--- src/rtl/bit_reorder_ctrl_if.sv ---
// Config and datapath bundle for bit_reorder_ctrl.
// The master drives config writes and input words; the slave is the reorder stage.
interface bit_reorder_ctrl_if #(
    parameter int DATA_WIDTH = 32,
    parameter int IDX_WIDTH  = 5
);
    logic                  cfg_valid;
    logic                  cfg_ready;
    logic [IDX_WIDTH-1:0]  cfg_idx;
    logic [IDX_WIDTH-1:0]  cfg_src;
    logic                  cfg_commit;
    logic                  cfg_done;
    logic                  cfg_ok;
    logic                  map_error;
    logic                  in_valid;
    logic                  in_ready;
    logic [DATA_WIDTH-1:0] in;
    logic                  out_valid;
    logic                  out_ready;
    logic [DATA_WIDTH-1:0] out;

    modport master (
        output cfg_valid, cfg_idx, cfg_src, cfg_commit,
        output in_valid, in, out_ready,
        input  cfg_ready, cfg_done, cfg_ok, map_error,
        input  in_ready, out_valid, out
    );

    modport slave (
        input  cfg_valid, cfg_idx, cfg_src, cfg_commit,
        input  in_valid, in, out_ready,
        output cfg_ready, cfg_done, cfg_ok, map_error,
        output in_ready, out_valid, out
    );
endinterface

--- src/rtl/bit_reorder_ctrl.sv ---
// Runtime-programmable bit permutation with a check/drain/swap commit sequencer.
// out[i] = in[active_map[i]], one register of latency.
module bit_reorder_ctrl #(
    parameter int DATA_WIDTH = 32,
    parameter int IDX_WIDTH  = 5
) (
    input  logic                clk,
    input  logic                rst_n,
    bit_reorder_ctrl_if.slave   bus
);
    typedef enum logic [1:0] {RUN, CHECK, DRAIN, SWAP} state_t;

    localparam logic [IDX_WIDTH-1:0] K_ONE = 1;

    state_t                r_state;
    state_t                w_state_nxt;
    logic [IDX_WIDTH-1:0]  r_active_map [DATA_WIDTH];
    logic [IDX_WIDTH-1:0]  r_shadow_map [DATA_WIDTH];
    logic [DATA_WIDTH-1:0] r_seen;
    logic                  r_bad;
    logic [IDX_WIDTH-1:0]  r_k;
    logic                  r_out_valid;
    logic [DATA_WIDTH-1:0] r_out;
    logic                  r_cfg_done;
    logic                  r_cfg_ok;
    logic                  r_map_error;

    logic [DATA_WIDTH-1:0] w_perm;
    logic [IDX_WIDTH-1:0]  w_s;
    logic                  w_entry_bad;
    logic                  w_last;
    logic                  w_fail;
    logic                  w_cfg_ready;
    logic                  w_cfg_wr;
    logic                  w_commit;
    logic                  w_in_ready;
    logic                  w_accept;

    assign w_s         = r_shadow_map[r_k];
    assign w_entry_bad = (int'(w_s) >= DATA_WIDTH) || r_seen[w_s];
    assign w_last      = (int'(r_k) == DATA_WIDTH - 1);
    assign w_fail      = (r_state == CHECK) && w_last && (r_bad || w_entry_bad);
    assign w_cfg_ready = (r_state == RUN);
    assign w_cfg_wr    = bus.cfg_valid && w_cfg_ready &&
                         (int'(bus.cfg_idx) < DATA_WIDTH);
    assign w_commit    = (r_state == RUN) && bus.cfg_commit;
    assign w_in_ready  = (r_state != DRAIN) && (r_state != SWAP) &&
                         (!r_out_valid || bus.out_ready);
    assign w_accept    = bus.in_valid && w_in_ready;

    assign bus.cfg_ready = w_cfg_ready;
    assign bus.cfg_done  = r_cfg_done;
    assign bus.cfg_ok    = r_cfg_ok;
    assign bus.map_error = r_map_error;
    assign bus.in_ready  = w_in_ready;
    assign bus.out_valid = r_out_valid;
    assign bus.out       = r_out;

    // Apply the active map to the incoming word.
    always_comb begin
        w_perm = '0;
        for (int i = 0; i < DATA_WIDTH; i++) begin
            w_perm[i] = bus.in[r_active_map[i]];
        end
    end

    // Sequencer state register.
    always_ff @(posedge clk or negedge rst_n) begin
        if (!rst_n) r_state <= RUN;
        else        r_state <= w_state_nxt;
    end

    // Commit sequencer: validate shadow, wait for empty output, swap.
    always_comb begin
        w_state_nxt = r_state;
        unique case (r_state)
            RUN:   if (w_commit) w_state_nxt = CHECK;
            CHECK: if (w_last) w_state_nxt = w_fail ? RUN : DRAIN;
            DRAIN: if (!r_out_valid || bus.out_ready) w_state_nxt = SWAP;
            SWAP:  w_state_nxt = RUN;
            default: w_state_nxt = RUN;
        endcase
    end

    // Walk the shadow map, tracking which sources were already used.
    always_ff @(posedge clk or negedge rst_n) begin
        if (!rst_n) begin
            r_seen <= '0;
            r_bad  <= 1'b0;
            r_k    <= '0;
        end else if (w_commit) begin
            r_seen <= '0;
            r_bad  <= 1'b0;
            r_k    <= '0;
        end else if (r_state == CHECK) begin
            if (w_entry_bad) r_bad <= 1'b1;
            else             r_seen[w_s] <= 1'b1;
            r_k <= r_k + K_ONE;
        end
    end

    // Shadow map written by software, active map swapped in whole.
    always_ff @(posedge clk or negedge rst_n) begin
        if (!rst_n) begin
            for (int i = 0; i < DATA_WIDTH; i++) begin
                r_shadow_map[i] <= IDX_WIDTH'(i);
                r_active_map[i] <= IDX_WIDTH'(i);
            end
        end else begin
            if (w_cfg_wr) r_shadow_map[bus.cfg_idx] <= bus.cfg_src;
            if (r_state == SWAP) r_active_map <= r_shadow_map;
        end
    end

    // Commit status: done pulse, result flag, sticky error.
    always_ff @(posedge clk or negedge rst_n) begin
        if (!rst_n) begin
            r_cfg_done  <= 1'b0;
            r_cfg_ok    <= 1'b0;
            r_map_error <= 1'b0;
        end else begin
            r_cfg_done <= w_fail || (r_state == SWAP);
            if (w_fail) begin
                r_cfg_ok    <= 1'b0;
                r_map_error <= 1'b1;
            end else if (r_state == SWAP) begin
                r_cfg_ok    <= 1'b1;
                r_map_error <= 1'b0;
            end
        end
    end

    // Single output register with valid/ready hold.
    always_ff @(posedge clk or negedge rst_n) begin
        if (!rst_n) begin
            r_out_valid <= 1'b0;
            r_out       <= '0;
        end else if (w_accept) begin
            r_out_valid <= 1'b1;
            r_out       <= w_perm;
        end else if (bus.out_ready) begin
            r_out_valid <= 1'b0;
        end
    end
endmodule

--- src/flat_wrapper.sv ---
// flat-port wrapper written by rule: the top's interface ports become plain ports
module bit_reorder_ctrl_flat 
#(
    parameter int DATA_WIDTH = 32,
    parameter int IDX_WIDTH  = 5
)
  (clk, rst_n, bus_cfg_valid, bus_cfg_idx, bus_cfg_src, bus_cfg_commit, bus_in_valid, bus_in, bus_out_ready, bus_cfg_ready, bus_cfg_done, bus_cfg_ok, bus_map_error, bus_in_ready, bus_out_valid, bus_out);
  bit_reorder_ctrl_if #(.DATA_WIDTH(DATA_WIDTH), .IDX_WIDTH(IDX_WIDTH)) bus_i ();
  input  logic clk;
  input  logic rst_n;
  input wire logic [$bits(bus_i.cfg_valid)-1:0] bus_cfg_valid;
  input wire logic [$bits(bus_i.cfg_idx)-1:0] bus_cfg_idx;
  input wire logic [$bits(bus_i.cfg_src)-1:0] bus_cfg_src;
  input wire logic [$bits(bus_i.cfg_commit)-1:0] bus_cfg_commit;
  input wire logic [$bits(bus_i.in_valid)-1:0] bus_in_valid;
  input wire logic [$bits(bus_i.in)-1:0] bus_in;
  input wire logic [$bits(bus_i.out_ready)-1:0] bus_out_ready;
  output wire logic [$bits(bus_i.cfg_ready)-1:0] bus_cfg_ready;
  output wire logic [$bits(bus_i.cfg_done)-1:0] bus_cfg_done;
  output wire logic [$bits(bus_i.cfg_ok)-1:0] bus_cfg_ok;
  output wire logic [$bits(bus_i.map_error)-1:0] bus_map_error;
  output wire logic [$bits(bus_i.in_ready)-1:0] bus_in_ready;
  output wire logic [$bits(bus_i.out_valid)-1:0] bus_out_valid;
  output wire logic [$bits(bus_i.out)-1:0] bus_out;
  assign bus_i.cfg_valid = bus_cfg_valid;
  assign bus_i.cfg_idx = bus_cfg_idx;
  assign bus_i.cfg_src = bus_cfg_src;
  assign bus_i.cfg_commit = bus_cfg_commit;
  assign bus_i.in_valid = bus_in_valid;
  assign bus_i.in = bus_in;
  assign bus_i.out_ready = bus_out_ready;
  assign bus_cfg_ready = bus_i.cfg_ready;
  assign bus_cfg_done = bus_i.cfg_done;
  assign bus_cfg_ok = bus_i.cfg_ok;
  assign bus_map_error = bus_i.map_error;
  assign bus_in_ready = bus_i.in_ready;
  assign bus_out_valid = bus_i.out_valid;
  assign bus_out = bus_i.out;
  bit_reorder_ctrl #(.DATA_WIDTH(DATA_WIDTH), .IDX_WIDTH(IDX_WIDTH)) u_core (.clk(clk), .rst_n(rst_n), .bus(bus_i));
endmodule
--- config.mk ---
export PLATFORM = sky130hd
export DESIGN_NAME = bit_reorder_ctrl_flat
export DESIGN_NICKNAME = d
export VERILOG_FILES = /design/src/rtl/bit_reorder_ctrl_if.sv /design/src/rtl/bit_reorder_ctrl.sv /design/src/flat_wrapper.sv
export SDC_FILE = /design/constraint.sdc
export NUM_CORES = 1
export LEC_CHECK = 0
export ABC_CLOCK_PERIOD_IN_PS = 3500
export CAP_MARGIN = 20
export CORE_MARGIN = 3
export CORE_UTILIZATION = 40
export CTS_BUF_LIST = sky130_fd_sc_hd__clkbuf_4
export DETAILED_ROUTE_END_ITERATION = 7
export PLACE_DENSITY = 0.7
export SETUP_SLACK_MARGIN = 0.02
export SYNTH_ARGS = -nofsm -noshare
export SYNTH_HDL_FRONTEND = slang
export SYNTH_SLANG_ARGS = --single-unit
--- constraint.sdc ---
create_clock -name clk -period 3.5 [get_ports clk]
set_clock_uncertainty 0.15 [all_clocks]
set_input_delay 0.35 -clock clk [delete_from_list [all_inputs] [get_ports clk]]
set_output_delay 0.35 -clock clk [all_outputs]
set_load 0.05 [all_outputs]
## Word-level counts from Yosys, hierarchy flattened

Cells that the tools add are included.

| cells by class | value |
|---|---|
| eq/ne operators | 10 |
| reduce and logical (&&, ||, !) cells | 21 |
| bitwise gates (word level) | 3 |
| add/sub/neg operators | 1 |
| muxes and demuxes | 93 |
| order comparisons | 37 |

Operators by type and width:

| kind | number |
|---|---|
| $lt 5x6->1 const B | 33 |
| $bmux 1 s5 | 33 |
| $bwmux 160 | 1 |
| $mux 32 | 3 |
| $mux 1 | 43 |
| $or 32x32->32 | 1 |
| $bmux 5 s5 | 1 |
| $demux 5 s5 | 1 |
| $mux 5 | 5 |
| $ge 6x6->1 const B | 2 |
| $not 5->6 | 2 |
| $logic_and 1x1->1 | 9 |
| $mux 2 | 4 |
| $ne 2x2->1 const B | 4 |
| $pmux 2 s4 | 1 |
| $reduce_bool 2->1 | 4 |
| $lt 6x1->1 const B | 1 |
| $add 5x1->5 const B | 1 |
| $demux 1 s5 | 1 |
| $eq 5x1->1 const B | 1 |
| $ge 5x1->1 const B | 1 |
| $eq 2x2->1 const B | 2 |
| $ne 2x1->1 const B | 2 |
| $reduce_and 2->1 | 2 |
| other kinds (5) | 7 |

| storage, ports and cells | value |
|---|---|
| bits of input ports | 48 |
| output and inout port bits | 38 |
| register bits | 396 |
| word-level logic and storage cells | 238 |

## Depth between registers and ports, before layout

Gate-level depths: netlist of the first run.

| depth | value |
|---|---|
| depth after elaboration | 12 |
| gate-level depth with buffers | 16 |
| mapped depth without buffers | 10 |

## Worst setup path after synthesis of the first run

Ideal clock, no wire load.

| timing path | value |
|---|---|
| kind | register to register |
| start | register u_core.r_k[1] |
| end | register u_core.r_cfg_ok, in the netlist u_core.bus.cfg_ok |
| cell stages (with the launch flop) | 12 |
| arrival | 3237 ps |
| period minus slack after synthesis | 3522 ps |
| path buffers | 3 |
| required time | 3216 ps |
| setup slack | -22 ps |
| library setup time | 134 ps |
| cell sequence | dfrtp_1 > buf_6 > buf_6 > mux4_4 > mux4_2 > mux2i_4 > or2b_1 > a21oi_1 > a221o_1 > nor4_4 > buf_6 > a31oi_4 |

| between the ends | value |
|---|---|
| word-level cells in the longest chain between the ends | 9 |
| elaborated cells on any way between the ends | 12 |
| classes of those cells | 1 x eq/ne; 6 x mux; 1 x bitwise; 4 x reduce/logical |

Ends and longest elaborated chain:

| item | RTL line | text |
|---|---|---|
| from (decl) | bit_reorder_ctrl.sv:21 | `logic [IDX_WIDTH-1:0] r_k;` |
| from (signal assigned) | bit_reorder_ctrl.sv:98 | `r_k <= r_k + K_ONE;` |
| $not 5->6 (implied by the code) | bit_reorder_ctrl.sv:39 | `assign w_s = r_shadow_map[r_k];` |
| $bmux 5 s5 | bit_reorder_ctrl.sv:39 |  |
| $mux 5 (implied by the code) (2 in a row) | bit_reorder_ctrl.sv:39 |  |
| $bmux 1 s5 | bit_reorder_ctrl.sv:40 | `assign w_entry_bad = (int'(w_s) >= DATA_WIDTH) \|\| r_seen[w_s];` |
| $mux 1 (implied by the code) | bit_reorder_ctrl.sv:40 |  |
| $logic_or 1x1->1 | bit_reorder_ctrl.sv:42 | `assign w_fail = (r_state == CHECK) && w_last && (r_bad \|\| w_entry_bad);` |
| $logic_and 1x1->1 (*) | bit_reorder_ctrl.sv:42 |  |
| $mux 1 or $reduce_bool 2->1 (tied branches) | -- |  |
| to (signal assigned) | bit_reorder_ctrl.sv:119 | `r_cfg_ok <= 1'b0;` |
| to (signal assigned) | bit_reorder_ctrl.sv:124 | `r_cfg_ok <= 1'b0;` |
| to (signal assigned) | bit_reorder_ctrl.sv:127 | `r_cfg_ok <= 1'b1;` |
| to (decl) | bit_reorder_ctrl.sv:25 | `logic r_cfg_ok;` |

Every way passes the cells marked *; elsewhere a longest branch is shown, timed or not. The select of a mux whose other input is x is not followed.
A chain may end at the register's enable or synchronous reset.

## Worst setup path in the final report of the first run

| timing path | value |
|---|---|
| start | register u_core.r_k[1] |
| end | register u_core.r_seen[3] |

| between the ends | value |
|---|---|
| word-level cells in the longest chain between the ends | 12 |
| elaborated cells on any way between the ends | 17 |
| classes of those cells | 2 x order compare; 1 x eq/ne; 10 x mux; 2 x bitwise; 2 x reduce/logical |

Ends and longest elaborated chain:

| item | RTL line | text |
|---|---|---|
| $not 5->6 (implied by the code) (*) | bit_reorder_ctrl.sv:39 |  |
| $bmux 5 s5 (*) | bit_reorder_ctrl.sv:39 |  |
| $mux 5 (implied by the code) (*) (2 in a row) | bit_reorder_ctrl.sv:39 |  |
| $lt 5x6->1 (implied by the code) or $ge 5x1->1 (tied branches) | bit_reorder_ctrl.sv:97 | `else r_seen[w_s] <= 1'b1;` |
| $logic_and 1x1->1 (implied by the code) | bit_reorder_ctrl.sv:97 |  |
| $mux 1 (implied by the code) | bit_reorder_ctrl.sv:97 |  |
| $demux 1 s5 | -- |  |
| $or 32x32->32 (no line) | -- |  |
| $mux 32 | bit_reorder_ctrl.sv:96 | `if (w_entry_bad) r_bad <= 1'b1;` |
| $mux 32 | bit_reorder_ctrl.sv:95 | `end else if (r_state == CHECK) begin` |
| $mux 32 | bit_reorder_ctrl.sv:91 | `end else if (w_commit) begin` |
| to (signal assigned) | bit_reorder_ctrl.sv:88 | `r_seen <= '0;` |
| to (signal assigned) | bit_reorder_ctrl.sv:92 | `r_seen <= '0;` |
| to (signal, indexed assignment) | bit_reorder_ctrl.sv:97 |  |
| to (decl) | bit_reorder_ctrl.sv:19 | `logic [DATA_WIDTH-1:0] r_seen;` |

Marked as above.

==> results of run 1 <==
[path summary, 6_finish.rpt]
kind,to,slack (ns),depth (start not counted)
max in group asynchronous,u_core.bus.out[16],1.93,4
max reg2reg,u_core.r_seen[3],-0.14,12
min,u_core.r_state[0],0.10,3
min in group asynchronous,u_core.r_active_map[118],0.54,3
max,u_core.r_seen[3],-0.14,12
min reg2reg,u_core.bus.out[1],0.33,2
[timing repair]
item | in CTS | in global routing
cloned | 1 | 0
hold endpoints to repair | 321 | 0
setup buffers | 5 | 1
pin swaps | 2 | 1
hold buffers | 4 | 0
setup endpoints to repair | 37 | 37
resized for setup | 14 | 3
[power groups by stage]
stage / combinational, uW / sequential (uW) / clock, uW
6_report: 5650 / 5750 / 4510
5_1_grt: 5970 / 5800 / 4870
4_1_cts: 5550 / 5730 / 4620
3_5_place_dp: 5250 / 5800 / 0
3_3_place_gp: 5130 / 5800 / 0
2_1_floorplan: 3260 / 5730 / 0
[area by class of cell]
| class | instances | area, sq um | area share, % |
|---|---|---|---|
| Antenna cell | 1 | 2.502 | 0.008682 |
| Clock buffer | 170 | 1276 | 4.428 |
| Clock inverter | 38 | 219.0 | 0.7597 |
| Inverter | 6 | 22.52 | 0.07814 |
| Multi-Input combinational cell | 1083 | 14250 | 49.43 |
| Sequential cell | 396 | 10110 | 35.08 |
| Tap cell | 837 | 1047 | 3.634 |
| Timing Repair Buffer | 197 | 1897 | 6.581 |
[sequential cells by signal (all words and copies together), names as in the netlist, named ones only]
register and flops:
u_core.r_state 1, u_core.bus.out 32, u_core.r_bad 1, u_core.r_k 5
u_core.bus.cfg_ok 1, u_core.r_seen 32, u_core.bus.map_error 1, u_core.bus.out_valid 1
u_core.r_active_map 160, u_core.bus.cfg_done 1, u_core.r_shadow_map 160
[worst register-to-register path, stage by stage, from the launching register on]
cell,delay [ns]
dfrtp_2,0.44
buf_8,0.17
mux4_1,0.58
mux4_2,0.52
mux2i_4,0.23
inv_2,0.09
nand2_2,0.10
nor2_1,0.06
a221o_1,0.38
nor4_4,0.38
buf_12,0.21
buf_12,0.14
o21ai_2,0.06
[kinds of logic (layout without fill, tap and decap cells)]
kind of cell / after synthesis / in the layout
buffers and inverters: 235 / 411
DFF: 396 / 396
adders and majority gates: 2 / 2
AOI/OAI and AO/OA: 105 / 105
and+or+nand+nor: 228 / 228
xor gates and xnor gates: 1 / 1
other: 0 / 1
muxes: 747 / 747
[metal layers]
| layer | routed length, um | up-vias |
|---|---|---|
| li1 | - | 6954 |
| met1 | 29960 | 9101 |
| met2 | 36790 | 1315 |
| met3 | 10010 | 289 |
| met4 | 3276 | 2 |
| met5 | 13 | - |
[through the flow]
stage	setup WS [ns]	cells	hold WS, ns
finish	-0.1431	2728	0.1001
global route	-0.1862	2728	0.07037
CTS	-0.1157	2726	0.02132
detailed placement	-0.1492	2508	0.1256
global placement	-0.1484	2507	0.1225
floorplan	0.01096	1714	-0.09559
[cells in the final DEF (no fill, tap or decap), types with 27 or more instances in the layout]
cell | netlist | final
nand2_1 | 137 | 135
dfstp_2 | 160 | 160
o21ai_0 | 44 | 43
dfrtp_1 | 236 | 235
mux4_2 | 340 | 341
o21ai_2 | 29 | 30
clkinv_1 | 0 | 27
nor2_1 | 38 | 38
clkbuf_4 | 0 | 170
clkdlybuf4s50_1 | 0 | 84
mux2_2 | 330 | 329
buf_4 | 2 | 91
mux2i_1 | 59 | 58
==> reports/metrics.cfg, run 1 <==
[outcome]
outcome=finished, violations left
violations=setup timing

[routing]
drc=0
num_vias=17661
via_per_inst=6.474
dr.first_iter.drc_count=1857
drt_wl_total_um=80050
ant_nets=0
wire_per_inst_um=29.34
dr.pass1.iters=5

[global_routing]
grt_pass1_wl_um=120600
grtUsageMet2_pct=36.71
grt_use_met3_pct=7.824
grt_max_degree=124
grt_most_used_layer=met2
use_met1_pct=32.07
grt-ovfl-total=0
antenna_found_initial=2
track_usage_pct=24.27
grt_pass1_vias=18509

[floorplan]
fp.coreArea_sq_mm=0.06217
die_x_um=257.5
die_h_um=257.5
initial_core_util_pct=40.71
dieArea_sq_mm=0.06632
ioPinCount=86
placementRows=91

[worst_setup_path]
critical_path_class=reg -> reg
rr_startpoint=u_core.r_k[1]
startpoint=u_core.r_k[1]
critPathArrivalTime_ns=4.24
crit_chain=buf_8 > mux4_1 > mux4_2 > mux2i_4 > inv_2 > nand2_2 > nor2_1 > a221o_1 > nor4_4 > buf_12 > buf_12 > o21ai_2
crit_top_cell=buf_12
crit_buf_inv=4
critPathTopFamily=multiplexers
critical_path.max_stage_delay_ns=0.58
critPathSlowestCell=mux4_1
critical_path_required_ns=4.10
start_kind=register
cp_max_fo=16
end_kind=register

[sta]
finalSetupTns_ns=-3.757
period_minus_slack_ns=3.643
setup_ws_ns=-0.1431
clock.fmax_mhz=274.5
worstMarginPinSlew_ns=0.8747
setup_viol=37
max_slew_margin_pct=41.57
finalHoldViolCount=0
rsz0062_at_grt=true
drv_slew=0
fin_crit_sh_pct=104.1

[power]
p_per_area_mw_per_mm2=551.8
irDropWorstVdd_uv=637.0
p_leak_uw=0.01130
p_int_uw=10160
clkPwrFrac_pct=28.3
seqPwrFrac_pct=36.2
p_sw_share_pct=36.09
p_sw_uw=5739
power_uw=15900
p_comb_share_pct=35.5

[synth]
netlist.area_leader.share_pct=30.26
async_flop_share_pct=100.0
synth-warning-count=0
synth_edf_count=0
synth.most_common_cell=mux4_2
synth_top_family_by_area=multiplexers
synth_cells=1714
synth_area_per_cell_sq_um=14.76
ys.flop_type=dfrtp_1
synth_top_area_cell=mux4_2
synth_xor_area_share_pct=0.03461
synth_area_sq_mm=0.02531
syn-num-nets=1764
synth_fa_ha_area_share_pct=0.09889
synthMuxAreaShare_pct=49.10
ys_top_cells_by_count=mux4_2 (340), mux2_2 (330), dfrtp_1 (236), clkbuf_1 (209), dfstp_2 (160)
synth_top_cells_by_area=mux4_2 (30%), dfrtp_1 (23%), dfstp_2 (17%), mux2_2 (15%), clkbuf_1 (3.1%)
synth-seq-area-share_pct=39.95
synth-compound-area-share_pct=2.947
synthSimpleGateAreaFrac_pct=3.936
synth-seq-cells=396
synthDistinctLibCells=55

[finish]
area_delta_synth_final_pct=13.89
post_route_cells_drive_above_1_share_pct=62.17
nFillCells=5424
nets=1844
final_core_util_pct=46.36
finalInstanceArea_sq_mm=0.02882

[clocking]
clk_pin_slew_ns=0.07
clk_latency_ns=0.92
cts_root_buf=clkbuf_4
cts_buffer_depth=3
numCtsBuffers=110
cts_tree=yes
h-tree-depth=3
cts.sink_count=396

[placement]
io_buffers=85
placed_area_sq_mm=0.02716
hpwl_um=48000
routabilityCongestion=0.9166

[worst_hold_path]
hold_class=in -> reg
min_from=bus_cfg_commit

[flow_run]
cap_violations=0

Power figures use the tool's default switching activity.
==> run 2, diff against run 1 <==
--- a/config.mk
+++ b/config.mk
@@ -16,3 +16,4 @@
 export SYNTH_ARGS = -nofsm -noshare
 export SYNTH_HDL_FRONTEND = slang
 export SYNTH_SLANG_ARGS = --single-unit
+export TNS_END_PERCENT = 10
==> run 2 against run 1 <==
  * The flow still finishes with violations (setup timing)
  * Critical path depth unchanged
  * Non-clock buffer count decreased by 4
  * Sequential power about the same
  * Sequential share of layout area increased by 0.086 points
  * Maximum frequency increased by 0.11%
  * Sequential cell count unchanged
  * Register-to-register slack about the same
  * Critical endpoint unchanged
==> reports/metrics.cfg, run 2 (synthesis gave the netlist of run 1 again) <==
[floorplan]
ioPinCount=86
initial_core_util_pct=40.71
placementRows=91
die_h_um=257.5
fp.coreArea_sq_mm=0.06217
die_x_um=257.5
dieArea_sq_mm=0.06632

[clocking]
h-tree-depth=3
cts.sink_count=396
cts_root_buf=clkbuf_4
cts_buffer_depth=3
cts_tree=yes
numCtsBuffers=110
clk_latency_ns=0.92
clk_pin_slew_ns=0.07

[global_routing]
grt_max_degree=124
grt_pass1_wl_um=120600
grt_pass1_vias=18506
track_usage_pct=24.26
antenna_found_initial=2
grt-ovfl-total=0

[power]
p_per_area_mw_per_mm2=544.7
power_uw=15660
p_leak_uw=0.01127
p_int_uw=9980
irDropWorstVdd_uv=460.5
p_sw_uw=5680
p_sw_share_pct=36.27
clkPwrFrac_pct=28.8
seqPwrFrac_pct=36.7
p_comb_share_pct=34.5

[placement]
hpwl_um=48000
dpl_worst_slack_ns=-0.1492
io_buffers=85
routabilityCongestion=0.9166

[finish]
seq_area_sq_mm=0.01011
area_delta_synth_final_pct=13.62
nFillCells=5430
nets=1840
multiInputGateArea_sq_mm=0.01423
final_core_util_pct=46.25
layout_commonest_cell=mux4_2
final_cell_mix=mux4_2 (340), mux2_2 (330), dfrtp_1 (235)
post_route_cells_drive_above_1_share_pct=61.98
largest_registers=u_core.r_active_map x160, u_core.r_shadow_map x160

[worst_setup_path]
critPathArrivalTime_ns=4.24
critical_path_class=reg -> reg
crit_chain=buf_12 > mux4_1 > mux4_2 > mux2i_4 > inv_2 > o2111ai_1 > a21oi_1 > a221o_1 > nor4_4 > buf_12 > buf_12 > o21ai_2
crit_top_cell=buf_12
start_kind=register
critPathSlowestCell=mux4_1
critical_path_required_ns=4.10
rr_worst_depth=12
r2r_slack_ns=-0.14
cp_max_fo=16
end_kind=register
r2r-end=u_core.r_seen[3]
rr_startpoint=u_core.r_k[1]
critical_path.max_stage_delay_ns=0.62

[routing]
wire_per_inst_um=29.36
dr.pass1.iters=5
drc=0
dr.first_iter.drc_count=1861
ant_nets=0
num_vias=17627
drt_wl_total_um=79990
via_per_inst=6.471

[worst_hold_path]
hold_path_end=u_core.r_state[0]
min_from=bus_cfg_commit
hold_path_depth=3
hold_class=in -> reg

[sta]
max_slew_margin_pct=40.84
setup_viol=36
fin_hold_ws_ns=0.1001
rsz0062_at_grt=true
finalHoldViolCount=0
fin_crit_sh_pct=104.0
worstMarginPinSlew_ns=0.8856
drv_slew=0
clock.fmax_mhz=274.8
period_minus_slack_ns=3.639
setup_ws_ns=-0.1389

[outcome]
outcome=finished, violations left
violations=setup timing

[flow_run]
cap_violations=0

[run 2: critical path: cells and delay by family (launching register included)]
kind	cells	cell delay, ns
muxes	3	1.38
buffers and inverters	4	0.58
DFF	1	0.43
AOI/OAI and AO/OA	4	0.58
and+or+nand+nor	1	0.37
[run 2: timing repair]
| item | in CTS | in global routing |
|---|---|---|
| resized for setup | 5 | 1 |
| endpoints found under the hold margin | 321 | 0 |
| hold buffers | 4 | 0 |
| pin swaps | 1 | 1 |
| setup buffers | 2 | 1 |
| endpoints found under the setup margin | 37 | 37 |
[run 2: how the worst max path moves through the flow]
stage | end | slack, ns | start | cells past startpoint
4_1_cts | u_core.r_seen[3] | -0.12 | u_core.r_k[1] | 12
3_3_place_gp | u_core.bus.map_error | -0.15 | u_core.r_k[2] | 13
3_5_place_dp | u_core.r_seen[28] | -0.15 | u_core.r_k[1] | 10
6_report | u_core.r_seen[3] | -0.14 | u_core.r_k[1] | 12
2_1_floorplan | u_core.bus.cfg_ok | 0.01 | u_core.r_k[1] | 12
5_1_grt | u_core.r_seen[23] | -0.21 | u_core.r_k[1] | 12
[run 2: per-layer routing]
metal / routed length (um) / global-route usage (%) / part of all wire (%) / vias up
met3: 9913 / 7.883 / 12 / 290
met2: 36860 / 36.68 / 46 / 1299
met1: 29890 / 32.02 / 37 / 9097
li1: - / - / - / 6939
met5: 13 / 0.2924 / 0.016 / -
met4: 3310 / 10.79 / 4.1 / 2
[run 2: power groups by stage]
stage / logic [uW] / registers (uW) / clock network (uW)
after global routing: 5730 / 5790 / 4870
after CTS: 5330 / 5730 / 4620
after global placement: 5130 / 5800 / 0
after detailed placement: 5250 / 5800 / 0
final: 5410 / 5740 / 4510
after floorplan: 3260 / 5730 / 0
[run 2: area by class of cell]
type                       instances  share of cell area [%]
antenna                            1                0.008704
timing repair buffer             193                   6.415
sequential                       396                   35.17
clock inverter                    38                  0.7616
clock buffer                     170                   4.439
inverter                           6                 0.07833
tap                              837                   3.642
multi-input combinational       1083                   49.49
[run 2: metrics by stage]
step | area (sq um) | TNS [ns] | cells
3_3_place_gp | 27150 | -3.218 | 2507
5_1_grt | 28750 | -5.720 | 2724
4_1_cts | 28740 | -2.339 | 2722
2_1_floorplan | 25310 | 0 | 1714
3_5_place_dp | 27160 | -3.546 | 2508
6_report | 28750 | -3.216 | 2724
==> run 3, diff against run 2 <==
--- a/config.mk
+++ b/config.mk
@@ -7,6 +7,7 @@
 export LEC_CHECK = 0
 export ABC_CLOCK_PERIOD_IN_PS = 3500
 export CAP_MARGIN = 20
+export CORE_ASPECT_RATIO = 1.75
 export CORE_MARGIN = 3
 export CORE_UTILIZATION = 40
 export CTS_BUF_LIST = sky130_fd_sc_hd__clkbuf_4
==> run 3 against run 2 <==
  * Hold slack improved by 0.025 ns
  * Combinational power increased by 5.9%
  * First-iteration DRC count decreased by 8.3%
  * Clock power decreased by 11%
  * Register-to-register slack got worse by 0.02 ns
  * Final cell count decreased by 1.5%
  * Global-route usage increased by 1.5 points
  * Die area increased by 0.18%
  * Non-clock buffer count increased by 29
  * Clock-buffer cell count decreased by 32
  * Sequential share of layout area increased by 0.066 points
  * The flow still finishes with violations (setup timing)
  * Largest cell class unchanged
  * Sequential cell count unchanged
  * Highest routed layer unchanged
  * Largest power group unchanged
==> reports/metrics.cfg, run 3 (synthesis gave the netlist of run 1 again) <==
[power]
power_uw=15510
p_per_area_mw_per_mm2=540.4
irDropWorstVdd_uv=339.5
p_leak_uw=0.01128

[clocking]
cts.sink_count=396
clk_pin_slew_ns=0.08
cts_buffer_depth=3
numCtsBuffers=90
h-tree-depth=3
clk_latency_ns=0.84
cts_tree=yes
cts_root_buf=clkbuf_4

[routing]
drc=0
ant_nets=0
dr.first_iter.drc_count=1706
drt_wl_total_um=85390
via_per_inst=6.637
wire_per_inst_um=31.84
dr.pass1.iters=5
num_vias=17800

[finish]
final_cell_mix=mux4_2 (341), mux2_2 (330), dfrtp_1 (235)
largest_registers=u_core.r_active_map x160, u_core.r_shadow_map x160
seq_area_sq_mm=0.01011
nFillCells=5509
post_route_cells_drive_above_1_share_pct=62.23
final_core_util_pct=46.01
nets=1849
fin_cells=2682
multiInputGateArea_sq_mm=0.01422
area_delta_synth_final_pct=13.40
layout_commonest_cell=mux4_2

[worst_setup_path]
critical_path_required_ns=4.04
rr_worst_depth=11
cp_max_fo=16
r2r_slack_ns=-0.16
critical_path_class=reg -> reg
critPathArrivalTime_ns=4.21
start_kind=register
end_kind=register
rr_startpoint=u_core.r_k[1]
r2r-end=u_core.r_seen[5]

[global_routing]
antenna_found_initial=8
grt_pass1_vias=19498
grt-ovfl-total=0
grt_pass1_wl_um=127500
track_usage_pct=25.79
grt_max_degree=80

[floorplan]
dieArea_sq_mm=0.06644
initial_core_util_pct=40.57
placementRows=121
die_h_um=338.7
die_x_um=196.1
ioPinCount=86
fp.coreArea_sq_mm=0.06237

[worst_hold_path]
min_from=bus_cfg_commit
hold_class=in -> reg
hold_path_end=u_core.r_state[0]
hold_path_depth=3

[sta]
drv_slew=0
max_slew_margin_pct=41.64
worstMarginPinSlew_ns=0.8736
fin_crit_sh_pct=104.7
clock.fmax_mhz=273.0
period_minus_slack_ns=3.663
fin_hold_ws_ns=0.1253
finalHoldViolCount=0
rsz0062_at_grt=true
setup_ws_ns=-0.1634
setup_viol=37

[outcome]
violations=setup timing
outcome=finished, violations left

[placement]
routabilityCongestion=0.8807
dpl_worst_slack_ns=-0.1283
io_buffers=85
hpwl_um=53400
dp.cells=2497

[flow_run]
cap_violations=0

-- run 3: cell count changes in the layout (fill, tap and decap cells not counted), moves of 3 or more --
cell and delta:
clkbuf_4 -32, buf_4 +28, clkinv_1 -8, diode_2 +5, clkinv_2 +3
-- run 3: per-stage QoR --
step	setup TNS (ns)	instance area, sq um
after floorplan	0	25310
after global placement	-1.565	27310
after detailed placement	-3.288	27310
after CTS	-3.009	28670
after global routing	-8.177	28700
final	-4.852	28700
-- run 3: worst max path at each step --
| stage | startpoint | to | cells after the start |
|---|---|---|---|
| floorplan | u_core.r_k[1] | u_core.bus.cfg_ok | 12 |
| CTS | u_core.r_k[1] | u_core.r_seen[5] | 11 |
| global route | u_core.r_k[1] | u_core.r_seen[3] | 12 |
| finish | u_core.r_k[1] | u_core.r_seen[5] | 11 |
| detailed placement | u_core.r_k[1] | u_core.r_seen[22] | 13 |
| global placement | u_core.r_k[1] | u_core.r_seen[11] | 13 |
-- run 3: repair_timing --
| item | CTS | global route |
|---|---|---|
| endpoints found under the hold margin | 257 | 0 |
| buffers inserted | 6 | 0 |
| gates cloned | 0 | 0 |
| gates resized for setup | 4 | 3 |
| hold buffers | 3 | 0 |
| pin swaps | 13 | 0 |
| endpoints found under the setup margin | 37 | 37 |
-- run 3: report_power, final --
part	switching [uW]	internal, uW	leakage [uW]	total [uW]
logic	3060	2670	0.00570	5730
clock network	1990	2030	0.000743	4020
registers	567	5190	0.00483	5760
total	5610	9900	0.0113	15500
-- run 3: routing by layer --
layer  wire length [um]  GRT usage (%)
met1              28070          28.85
met2              42390          42.68
met3               8171          7.050
met4               6734          17.60
met5                 33         0.1481
-- run 3: cell type report --
class	count	share of cell area, %
clock inverters	32	0.7412
diodes	6	0.05232
multi-input cells	1083	49.56
flip-flops and latches	396	35.23
well taps	799	3.484
repair buffers	222	7.246
inverters	6	0.07848
clock buffers	138	3.610
-- run 3: critical path, stage by stage, from the launching register on --
cell	delay, ns
dfrtp_2	0.44
buf_12	0.18
mux4_4	0.67
mux4_2	0.52
mux2i_4	0.27
or2b_1	0.14
a21oi_1	0.04
a221o_1	0.31
nor4_4	0.38
buf_12	0.18
buf_12	0.15
o21ai_2	0.07
